## src/rtl/spi2mem_slave_if.sv

```systemverilog
// Bus bundle for spi2mem_slave: the raw SPI pins and the byte-write port plus status.
interface spi2mem_slave_if #(
  parameter int unsigned ADDR_W = 8
);
  logic              spi_clk;
  logic              spi_cs_n;
  logic              spi_mosi;
  logic              wr_en;
  logic [ADDR_W-1:0] wr_addr;
  logic [7:0]        wr_data;
  logic              busy;
  logic              frame_err;
  logic [7:0]        frame_cnt;

  modport slave (
    input  spi_clk, spi_cs_n, spi_mosi,
    output wr_en, wr_addr, wr_data, busy, frame_err, frame_cnt
  );

  modport master (
    output spi_clk, spi_cs_n, spi_mosi,
    input  wr_en, wr_addr, wr_data, busy, frame_err, frame_cnt
  );
endinterface

```

## src/rtl/spi2mem_slave.sv

```systemverilog
// SPI mode-0 write-frame decoder: instr byte, 16-bit address, then data bytes,
// each data byte turned into a one-clk byte-write strobe on the memory port.
module spi2mem_slave #(
  parameter int unsigned DEPTH    = 59,
  parameter int unsigned ADDR_W   = 8,
  parameter int unsigned RO_BYTES = 1,
  parameter logic [7:0]  WR_INSTR = 8'h02
) (
  input logic            clk,
  input logic            reset_n,
  spi2mem_slave_if.slave bus
);

  typedef enum logic [2:0] {
    WAIT_CS, IDLE, INSTR, ADDR_HI, ADDR_LO, DATA, IGNORE
  } state_t;

  state_t state, state_next;

  logic sclk_s1, sclk_s2, sclk_s3;
  logic cs_s1, cs_s2, cs_s3;
  logic mosi_s1, mosi_s2;

  logic [2:0]        bitcnt;
  logic [6:0]        shreg;
  logic [15:0]       addr;
  logic              wrote;
  logic              wr_en_q;
  logic [ADDR_W-1:0] wr_addr_q;
  logic [7:0]        wr_data_q;
  logic              busy_q;
  logic              frame_err_q;
  logic [7:0]        frame_cnt_q;

  logic       spi_rise, cs_rise, cs_fall;
  logic [7:0] shift_next;
  logic       shift_en, byte_done, in_range;

  assign spi_rise   = sclk_s2 & ~sclk_s3;
  assign cs_rise    = cs_s2 & ~cs_s3;
  assign cs_fall    = ~cs_s2 & cs_s3;
  assign shift_next = {shreg, mosi_s2};
  assign in_range   = (addr >= 16'(RO_BYTES)) && (addr <= 16'(DEPTH - 1));

  // Two-FF synchronisers plus one history stage for edge detection on clk/cs.
  always_ff @(posedge clk) begin
    if (!reset_n) begin
      {sclk_s1, sclk_s2, sclk_s3} <= '0;
      {cs_s1, cs_s2, cs_s3}       <= '0;
      {mosi_s1, mosi_s2}          <= '0;
    end else begin
      sclk_s1 <= bus.spi_clk;  sclk_s2 <= sclk_s1;  sclk_s3 <= sclk_s2;
      cs_s1   <= bus.spi_cs_n; cs_s2   <= cs_s1;    cs_s3   <= cs_s2;
      mosi_s1 <= bus.spi_mosi; mosi_s2 <= mosi_s1;
    end
  end

  // State register.
  always_ff @(posedge clk) begin
    if (!reset_n) state <= WAIT_CS;
    else          state <= state_next;
  end

  // Next state; cs_rise outranks cs_fall, which outranks a coincident bit.
  always_comb begin
    state_next = state;
    shift_en   = 1'b0;
    byte_done  = 1'b0;
    if (state == WAIT_CS) begin
      if (cs_s2) state_next = IDLE;
    end else if (cs_rise) begin
      state_next = IDLE;
    end else if (cs_fall) begin
      state_next = INSTR;
    end else if (spi_rise && (state inside {INSTR, ADDR_HI, ADDR_LO, DATA})) begin
      shift_en  = 1'b1;
      byte_done = (bitcnt == 3'd7);
      if (byte_done) begin
        case (state)
          INSTR:   state_next = (shift_next == WR_INSTR) ? ADDR_HI : IGNORE;
          ADDR_HI: state_next = ADDR_LO;
          ADDR_LO: state_next = DATA;
          default: state_next = state;
        endcase
      end
    end
  end

  // Frame datapath: bit shifting, address load/increment, strobe and status.
  always_ff @(posedge clk) begin
    if (!reset_n) begin
      bitcnt      <= '0;
      shreg       <= '0;
      addr        <= '0;
      wrote       <= 1'b0;
      wr_en_q     <= 1'b0;
      wr_addr_q   <= '0;
      wr_data_q   <= '0;
      busy_q      <= 1'b0;
      frame_err_q <= 1'b0;
      frame_cnt_q <= '0;
    end else begin
      wr_en_q <= 1'b0;
      if (state != WAIT_CS) begin
        if (cs_rise) begin
          busy_q <= 1'b0;
          wrote  <= 1'b0;
          if (wrote) frame_cnt_q <= frame_cnt_q + 8'd1;
        end else if (cs_fall) begin
          busy_q      <= 1'b1;
          bitcnt      <= '0;
          frame_err_q <= 1'b0;
          wrote       <= 1'b0;
        end else if (shift_en) begin
          shreg  <= shift_next[6:0];
          bitcnt <= bitcnt + 3'd1;
          if (byte_done) begin
            case (state)
              INSTR:   if (shift_next != WR_INSTR) frame_err_q <= 1'b1;
              ADDR_HI: addr[15:8] <= shift_next;
              ADDR_LO: addr[7:0]  <= shift_next;
              DATA: begin
                if (in_range) begin
                  wr_en_q   <= 1'b1;
                  wr_addr_q <= addr[ADDR_W-1:0];
                  wr_data_q <= shift_next;
                  wrote     <= 1'b1;
                end else begin
                  frame_err_q <= 1'b1;
                end
                if (addr != 16'hFFFF) addr <= addr + 16'd1;
              end
              default: ;
            endcase
          end
        end
      end
    end
  end

  assign bus.wr_en     = wr_en_q;
  assign bus.wr_addr   = wr_addr_q;
  assign bus.wr_data   = wr_data_q;
  assign bus.busy      = busy_q;
  assign bus.frame_err = frame_err_q;
  assign bus.frame_cnt = frame_cnt_q;

endmodule
```

## src/flat_wrapper.sv

```systemverilog
// flat-port wrapper written by rule: the top's interface ports become plain ports
module spi2mem_slave_flat 
#(
  parameter int unsigned DEPTH    = 59,
  parameter int unsigned ADDR_W   = 8,
  parameter int unsigned RO_BYTES = 1,
  parameter logic [7:0]  WR_INSTR = 8'h02
)
  (clk, reset_n, bus_spi_clk, bus_spi_cs_n, bus_spi_mosi, bus_wr_en, bus_wr_addr, bus_wr_data, bus_busy, bus_frame_err, bus_frame_cnt);
  spi2mem_slave_if #(.ADDR_W(ADDR_W)) bus_i ();
  input logic clk;
  input logic reset_n;
  input wire logic [$bits(bus_i.spi_clk)-1:0] bus_spi_clk;
  input wire logic [$bits(bus_i.spi_cs_n)-1:0] bus_spi_cs_n;
  input wire logic [$bits(bus_i.spi_mosi)-1:0] bus_spi_mosi;
  output wire logic [$bits(bus_i.wr_en)-1:0] bus_wr_en;
  output wire logic [$bits(bus_i.wr_addr)-1:0] bus_wr_addr;
  output wire logic [$bits(bus_i.wr_data)-1:0] bus_wr_data;
  output wire logic [$bits(bus_i.busy)-1:0] bus_busy;
  output wire logic [$bits(bus_i.frame_err)-1:0] bus_frame_err;
  output wire logic [$bits(bus_i.frame_cnt)-1:0] bus_frame_cnt;
  assign bus_i.spi_clk = bus_spi_clk;
  assign bus_i.spi_cs_n = bus_spi_cs_n;
  assign bus_i.spi_mosi = bus_spi_mosi;
  assign bus_wr_en = bus_i.wr_en;
  assign bus_wr_addr = bus_i.wr_addr;
  assign bus_wr_data = bus_i.wr_data;
  assign bus_busy = bus_i.busy;
  assign bus_frame_err = bus_i.frame_err;
  assign bus_frame_cnt = bus_i.frame_cnt;
  spi2mem_slave #(.DEPTH(DEPTH), .ADDR_W(ADDR_W), .RO_BYTES(RO_BYTES), .WR_INSTR(WR_INSTR)) u_core (.clk(clk), .reset_n(reset_n), .bus(bus_i));
endmodule
```

## config.mk

```make
export PLATFORM = sky130hd
export DESIGN_NAME = spi2mem_slave_flat
export DESIGN_NICKNAME = d
export VERILOG_FILES = /design/src/rtl/spi2mem_slave_if.sv /design/src/rtl/spi2mem_slave.sv /design/src/flat_wrapper.sv
export SDC_FILE = /design/constraint.sdc
export NUM_CORES = 1
export LEC_CHECK = 0
export BUFFER_PORTS_ARGS = -buffer_cell sky130_fd_sc_hd__clkbuf_2
export CAP_MARGIN = 20
export CORE_ASPECT_RATIO = 1.4
export CORE_MARGIN = 2
export CORE_UTILIZATION = 40
export DETAILED_ROUTE_END_ITERATION = 10
export GPL_ROUTABILITY_DRIVEN = 0
export GPL_TIMING_DRIVEN = 0
export PLACE_DENSITY_LB_ADDON = 0.3
export SYNTH_ARGS = -nofsm -noshare
export SYNTH_HDL_FRONTEND = slang
export SYNTH_SLANG_ARGS = --single-unit
```

## constraint.sdc

```tcl
create_clock -name clk -period 2.7 [get_ports clk]
set_input_delay 0.54 -clock clk [delete_from_list [all_inputs] [get_ports clk]]
set_output_delay 0.54 -clock clk [all_outputs]
set_load 0.02 [all_outputs]
```

Word-level counts from Yosys, hierarchy flattened
Cells that the tools add are included.
{"block": "word_totals", "out_inout_bits": 27, "in_bits": 5, "regBits": 65, "wordCells": 115}
{"block": "op_classes", "reduce_logical": 29, "eq_ne": 12, "bitwise_logic": 13, "n_mux": 36, "n_lt_le_gt_ge": 2, "n_addsub": 3}
{"op": "$pmux W8 S2", "count": 2}
{"op": "$reduce_and A7 Y1", "count": 4}
{"op": "$mux W3", "count": 9}
{"op": "$mux W1", "count": 22}
{"op": "$reduce_bool A3 Y1", "count": 6}
{"op": "$add A16 B1 Y16 const B", "count": 1}
{"op": "$ge A16 B1 Y1 const B", "count": 1}
{"op": "$le A16 B6 Y1 const B", "count": 1}
{"op": "$mux W16", "count": 1}
{"op": "$ne A16 B16 Y1 const B", "count": 1}
{"op": "$reduce_bool A4 Y1", "count": 3}
{"op": "$not A1 Y1", "count": 10}
{"op": "$reduce_bool A2 Y1", "count": 5}
{"op": "$eq A3 B3 Y1 const B", "count": 3}
{"op": "$pmux W3 S3", "count": 1}
{"op": "$add A8 B1 Y8 const B", "count": 1}
{"op": "$eq A8 B2 Y1 const B", "count": 1}
{"op": "$ne A8 B2 Y1 const B", "count": 1}
{"op": "$reduce_and A4 Y1", "count": 2}
{"op": "$reduce_or A7 Y1", "count": 1}
{"op": "$eq A3 B2 Y1 const B", "count": 2}
{"op": "$ne A3 B2 Y1 const B", "count": 2}
{"op": "$reduce_and A3 Y1", "count": 2}
{"op": "$reduce_bool A6 Y1", "count": 1}
{"op": "9 further kinds", "count": 12}

Logic depth before layout (Yosys ltp)
{"block": "depth", "ltp_word": 11, "depth_mapped": 10, "ltp_nobuf": 7}

Worst setup path before layout
OpenSTA, ideal clock, no wires.
{"block": "synth_path", "kind": "reg2reg", "from": "register u_core.addr[1]", "to": "register u_core.wr_addr_q[4] (netlist: u_core.bus.wr_addr[4])", "required_ns": 2.582, "period_less_slack_ns": 2.133, "stages_incl_launch_ff": 10, "setup_ns": 0.118, "path_slack_ns": 0.567, "arrival_ns": 2.015, "n_path_buf": 2, "cell_sequence": "dfxtp_1 > inv_1 > ha_1 > or4b_1 > o31ai_2 > nor4_2 > and4_1 > buf_6 > buf_12 > mux2i_1"}
{"block": "synth_between", "elab_chain_len": 3, "word_cells_on_any_way": 4, "classes_between": "order compare (2); reduce/logical (2)"}
{"item": "start, declared", "line_no": "spi2mem_slave.sv:26", "rtl": "logic [15:0] addr;"}
{"item": "start signal, assigned", "line_no": "spi2mem_slave.sv:121", "rtl": "ADDR_LO: addr[7:0] <= shift_next;"}
{"item": "start signal, assigned", "line_no": "spi2mem_slave.sv:131", "rtl": "if (addr != 16'hFFFF) addr <= addr + 16'd1;"}
{"item": "$ge A16 B1 Y1 / $le A16 B6 Y1 (equally long branches)", "line_no": "spi2mem_slave.sv:43", "rtl": "assign in_range = (addr >= 16'(RO_BYTES)) && (addr <= 16'(DEPTH - 1));"}
{"item": "$logic_and A1 B1 Y1 *", "line_no": "spi2mem_slave.sv:43"}
{"item": "$reduce_and A7 Y1 (no line) *"}
{"item": "end signal, assigned", "line_no": "spi2mem_slave.sv:125", "rtl": "wr_addr_q <= addr[ADDR_W-1:0];"}
{"item": "end, declared", "line_no": "spi2mem_slave.sv:29", "rtl": "logic [ADDR_W-1:0] wr_addr_q;"}
Mark *: on every way between the ends. The rest lies on a longest branch, timed or not.
A chain may end at the register's enable or synchronous reset.

Worst setup path in the final report
{"block": "layout_path", "from": "register u_core.addr[1]", "to": "register u_core.addr[11]"}
{"block": "layout_between", "elab_chain_len": 3, "word_cells_on_any_way": 6, "classes_between": "add/sub (1); eq/ne (2); mux (2); reduce/logical (1)"}
{"item": "$add A16 B1 Y16 / $ne A16 B16 Y1 (equally long branches)", "line_no": "spi2mem_slave.sv:131"}
{"item": "$mux W16 / $ne A2 B2 Y1 (equally long branches)"}
{"item": "$pmux W8 S2 / $reduce_and A7 Y1 (equally long branches)"}
Several ways; a longest one is shown, not always the timed one. The select of a mux whose other input is x is not followed.

==> flow_summary.json <==
{
  "run_status": "finished, final reports clean",
  "dp_cells": 521,
  "clock_skew_ns": 0.00579,
  "hold_end": "u_core.cs_s1$_SDFF_PN0_",
  "worstPathRequired_ns": 2.92,
  "maxSlewHeadroom_pct": 56.3,
  "rows": 39,
  "core_um2": 8100,
  "leakage_nw": 1.54,
  "die_y_um": 112,
  "areaGrowthSynthToFinish_pct": 19.1,
  "synth_ff_type": "dfxtp_1",
  "cts_tree": "yes",
  "grt_usage_pct": 20.5,
  "drtIter0Drc": 230,
  "crit_fanout": 10,
  "avgSynthCellArea_um2": 8.54,
  "drv_slew": 0,
  "crit_path_end_kind": "flip-flop",
  "ys_async_sr_fraction_pct": 0,
  "routed_wl_um": 8440,
  "grt_pass1_wl_um": 14200,
  "path_clk_slew_ns": 0.06,
  "r2r.worst_path.cells": 7,
  "dieArea_um2": 9030,
  "grt_max_degree": 12,
  "cts_sinks": 65,
  "cts_resized": 0,
  "grt_antenna_before_repair": 0,
  "dp_hpwl_um": 6050,
  "clk_latency_ns": 0.34,
  "syn-num-nets": 402,
  "pin_count": 32,
  "reg2reg_from": "u_core.addr[1]$_SDFFE_PN0P_",
  "hold_depth": 2,
  "maxCapViolations": 0,
  "max_freq_mhz": 407,
  "drc": 0,
  "start_kind": "flip-flop",
  "htreeDepth": 3,
  "finalHoldViolations": 0,
  "finalCritPeriodShare_pct": 91.1,
  "die_x_um": 80.9,
  "setup_viol_count_final": 0,
  "r2r_slack_ns": 0.24,
  "yosysSeqAreaShare_pct": 39.3,
  "layout-drive-gt1-share_pct": 14.3,
  "synth_area_um2": 3310,
  "start_util_pct": 40.9,
  "grt_pass1_vias": 2928,
  "diodes": 0,
  "period_needed_ns": 2.46,
  "synth_edf_count": 0,
  "powerDensity_nw_per_um2": 609,
  "grt_overflow": 0,
  "ant_nets": 0,
  "rsz0062_at_grt": "no",
  "worst-endpoint-arrival_ns": 2.68,
  "cts_buffer_depth": 2,
  "fin_cells": 536,
  "r2r_end": "u_core.addr[11]$_SDFFE_PN0P_",
  "dr_total_vias": 2957,
  "post_drt_wl_per_cell_um": 15.7,
  "worst-slew-pin-transition_ns": 0.653,
  "postCtsHoldBufs": 0,
  "hp-class": "input pin to flip-flop",
  "finalNetCount": 443,
  "yosysWarnings": 0,
  "final.setup.tns_ns": 0,
  "first_pass_iters": 4,
  "path_class": "flip-flop to flip-flop",
  "portBuffers": 31,
  "synth-seq-cells": 65,
  "ir_drop_mv": 0.378,
  "min_from": "bus_spi_cs_n",
  "syn_inst": 388,
  "cts_buffers": 9,
  "ys_types": 58,
  "postCtsSetupBuffers": 0,
  "vias_per_cell": 5.52,
  "cts_root_buffer": "clkbuf_16"
}
[logic make-up (layout without fill, tap and decap cells)]
logic type | Yosys count | in the layout | synth area share [%]
adders and majority gates | 9 | 9 | 3.40
DFF | 65 | 65 | 39.3
AOI/OAI and AO/OA | 79 | 79 | 16.7
muxes | 23 | 23 | 6.95
and+or+nand+nor | 170 | 170 | 26.8
xor gates and xnor gates | 8 | 8 | 2.12
buffers and inverters | 34 | 80 | 4.68
[where the power goes]
| part | switching (W) | internal (W) | total, W |
|---|---|---|---|
| logic | 0.0000550 | 0.0000263 | 0.0000813 |
| clock network | 0.000423 | 0.000925 | 0.00135 |
| registers | 0.00000498 | 0.000968 | 0.000973 |
[metal layers]
metal	vias to the layer above	GRT usage, %	part of all wire, %
met5	-	0	0
met4	0	11.5	4.6
met3	24	5.11	4.2
met1	1384	23.9	41
met2	84	33.6	50
li1	1465	-	-
[worst max path at each step]
stage,from,to,slack (ns),depth (start not counted)
floorplan,u_core.addr[1]$_SDFFE_PN0P_,u_core.bus.wr_addr[4]$_SDFFE_PN0P_,0.57,9
global placement,u_core.cs_s2$_SDFF_PN0_,u_core.addr[1]$_SDFFE_PN0P_,0.21,8
detailed placement,u_core.cs_s2$_SDFF_PN0_,u_core.bus.wr_data[7]$_SDFFE_PN0P_,0.19,10
CTS,u_core.cs_s2$_SDFF_PN0_,u_core.bus.wr_data[6]$_SDFFE_PN0P_,0.15,10
global route,u_core.addr[0]$_SDFFE_PN0P_,u_core.addr[11]$_SDFFE_PN0P_,0.05,7
finish,u_core.addr[1]$_SDFFE_PN0P_,u_core.addr[11]$_SDFFE_PN0P_,0.24,7
[synth_stat cells (2+ instances only)]
| cell | number | area (µm²) |
|---|---|---|
| a211oi_1 | 2 | 15.0 |
| a21boi_0 | 10 | 75.1 |
| a21o_1 | 5 | 37.5 |
| a21oi_1 | 14 | 70.1 |
| a22oi_1 | 2 | 15.0 |
| a31oi_1 | 6 | 37.5 |
| a41o_1 | 2 | 20.0 |
| a41oi_1 | 3 | 26.3 |
| and2_1 | 15 | 93.8 |
| and3_1 | 7 | 43.8 |
| and4_1 | 3 | 26.3 |
| buf_2 | 2 | 10.0 |
| clkbuf_1 | 18 | 67.6 |
| dfxtp_1 | 65 | 1300 |
| ha_1 | 9 | 113 |
| inv_1 | 10 | 37.5 |
| mux2i_1 | 23 | 230 |
| nand2_1 | 62 | 233 |
| nand2b_1 | 4 | 25.0 |
| nand3_1 | 9 | 45.0 |
| nand4_1 | 7 | 43.8 |
| nand4b_1 | 3 | 26.3 |
| nor2_1 | 28 | 105 |
| nor2b_1 | 7 | 43.8 |
| nor3_1 | 6 | 30.0 |
| nor3b_1 | 3 | 22.5 |
| nor4_1 | 4 | 25.0 |
| o21a_1 | 3 | 22.5 |
| o21ai_0 | 16 | 80.1 |
| o221a_2 | 2 | 22.5 |
| o311a_1 | 2 | 20.0 |
| o31ai_1 | 3 | 22.5 |
| o41ai_1 | 2 | 17.5 |
| xnor2_1 | 4 | 35.0 |
| xor2_1 | 4 | 35.0 |
[through the flow]
stage	instance area, µm²	utilization [%]	total power, W	hold slack, ns	worst slack (ns)
final	3940	48.7	0.00240	0.411	0.240
after global routing	3940	48.7	0.00249	0.421	0.0474
after CTS	3940	48.6	0.00242	0.402	0.155
after detailed placement	3590	44.4	0.00107	0.418	0.185
after global placement	3590	44.4	0.00107	0.416	0.214
after floorplan	3310	-	0.00105	0.412	0.567
[cell usage in the layout, fill, tap and decap left out, types with 10 or more instances in the layout]
cell	synthesis	final
a21boi_0	10	10
a21oi_1	14	14
and2_1	15	15
clkbuf_1	18	18
clkbuf_2	1	32
dfxtp_1	65	65
inv_1	10	10
mux2i_1	23	23
nand2_1	62	62
nor2_1	28	28
o21ai_0	16	16
[sequential cells by signal, summed over array words and instances (netlist names), 3 cells and up]
signal	count
u_core.addr	16
u_core.bus.wr_data	8
u_core.bus.wr_addr	8
u_core.state	3
u_core.shreg	7
u_core.bus.frame_cnt	8
u_core.bitcnt	3
[worst max-delay path, cell delays in order, from the launching register on]
cell,delay (ns)
dfxtp_1,0.46
ha_1,0.25
nand3_1,0.22
nor4_4,0.51
a41o_1,0.40
buf_2,0.26
a21oi_1,0.06
o21a_1,0.19
[layout make-up]
class / count / area, µm²
clock buffer: 11 / 243
fill: 818 / 4160
sequential: 65 / 1300
inverter: 10 / 37.5
timing repair buffer: 31 / 155
buffer: 23 / 114
clock inverter: 5 / 103
tap: 102 / 128
multi-input combinational: 289 / 1860
(Power assumes the default switching activity.)
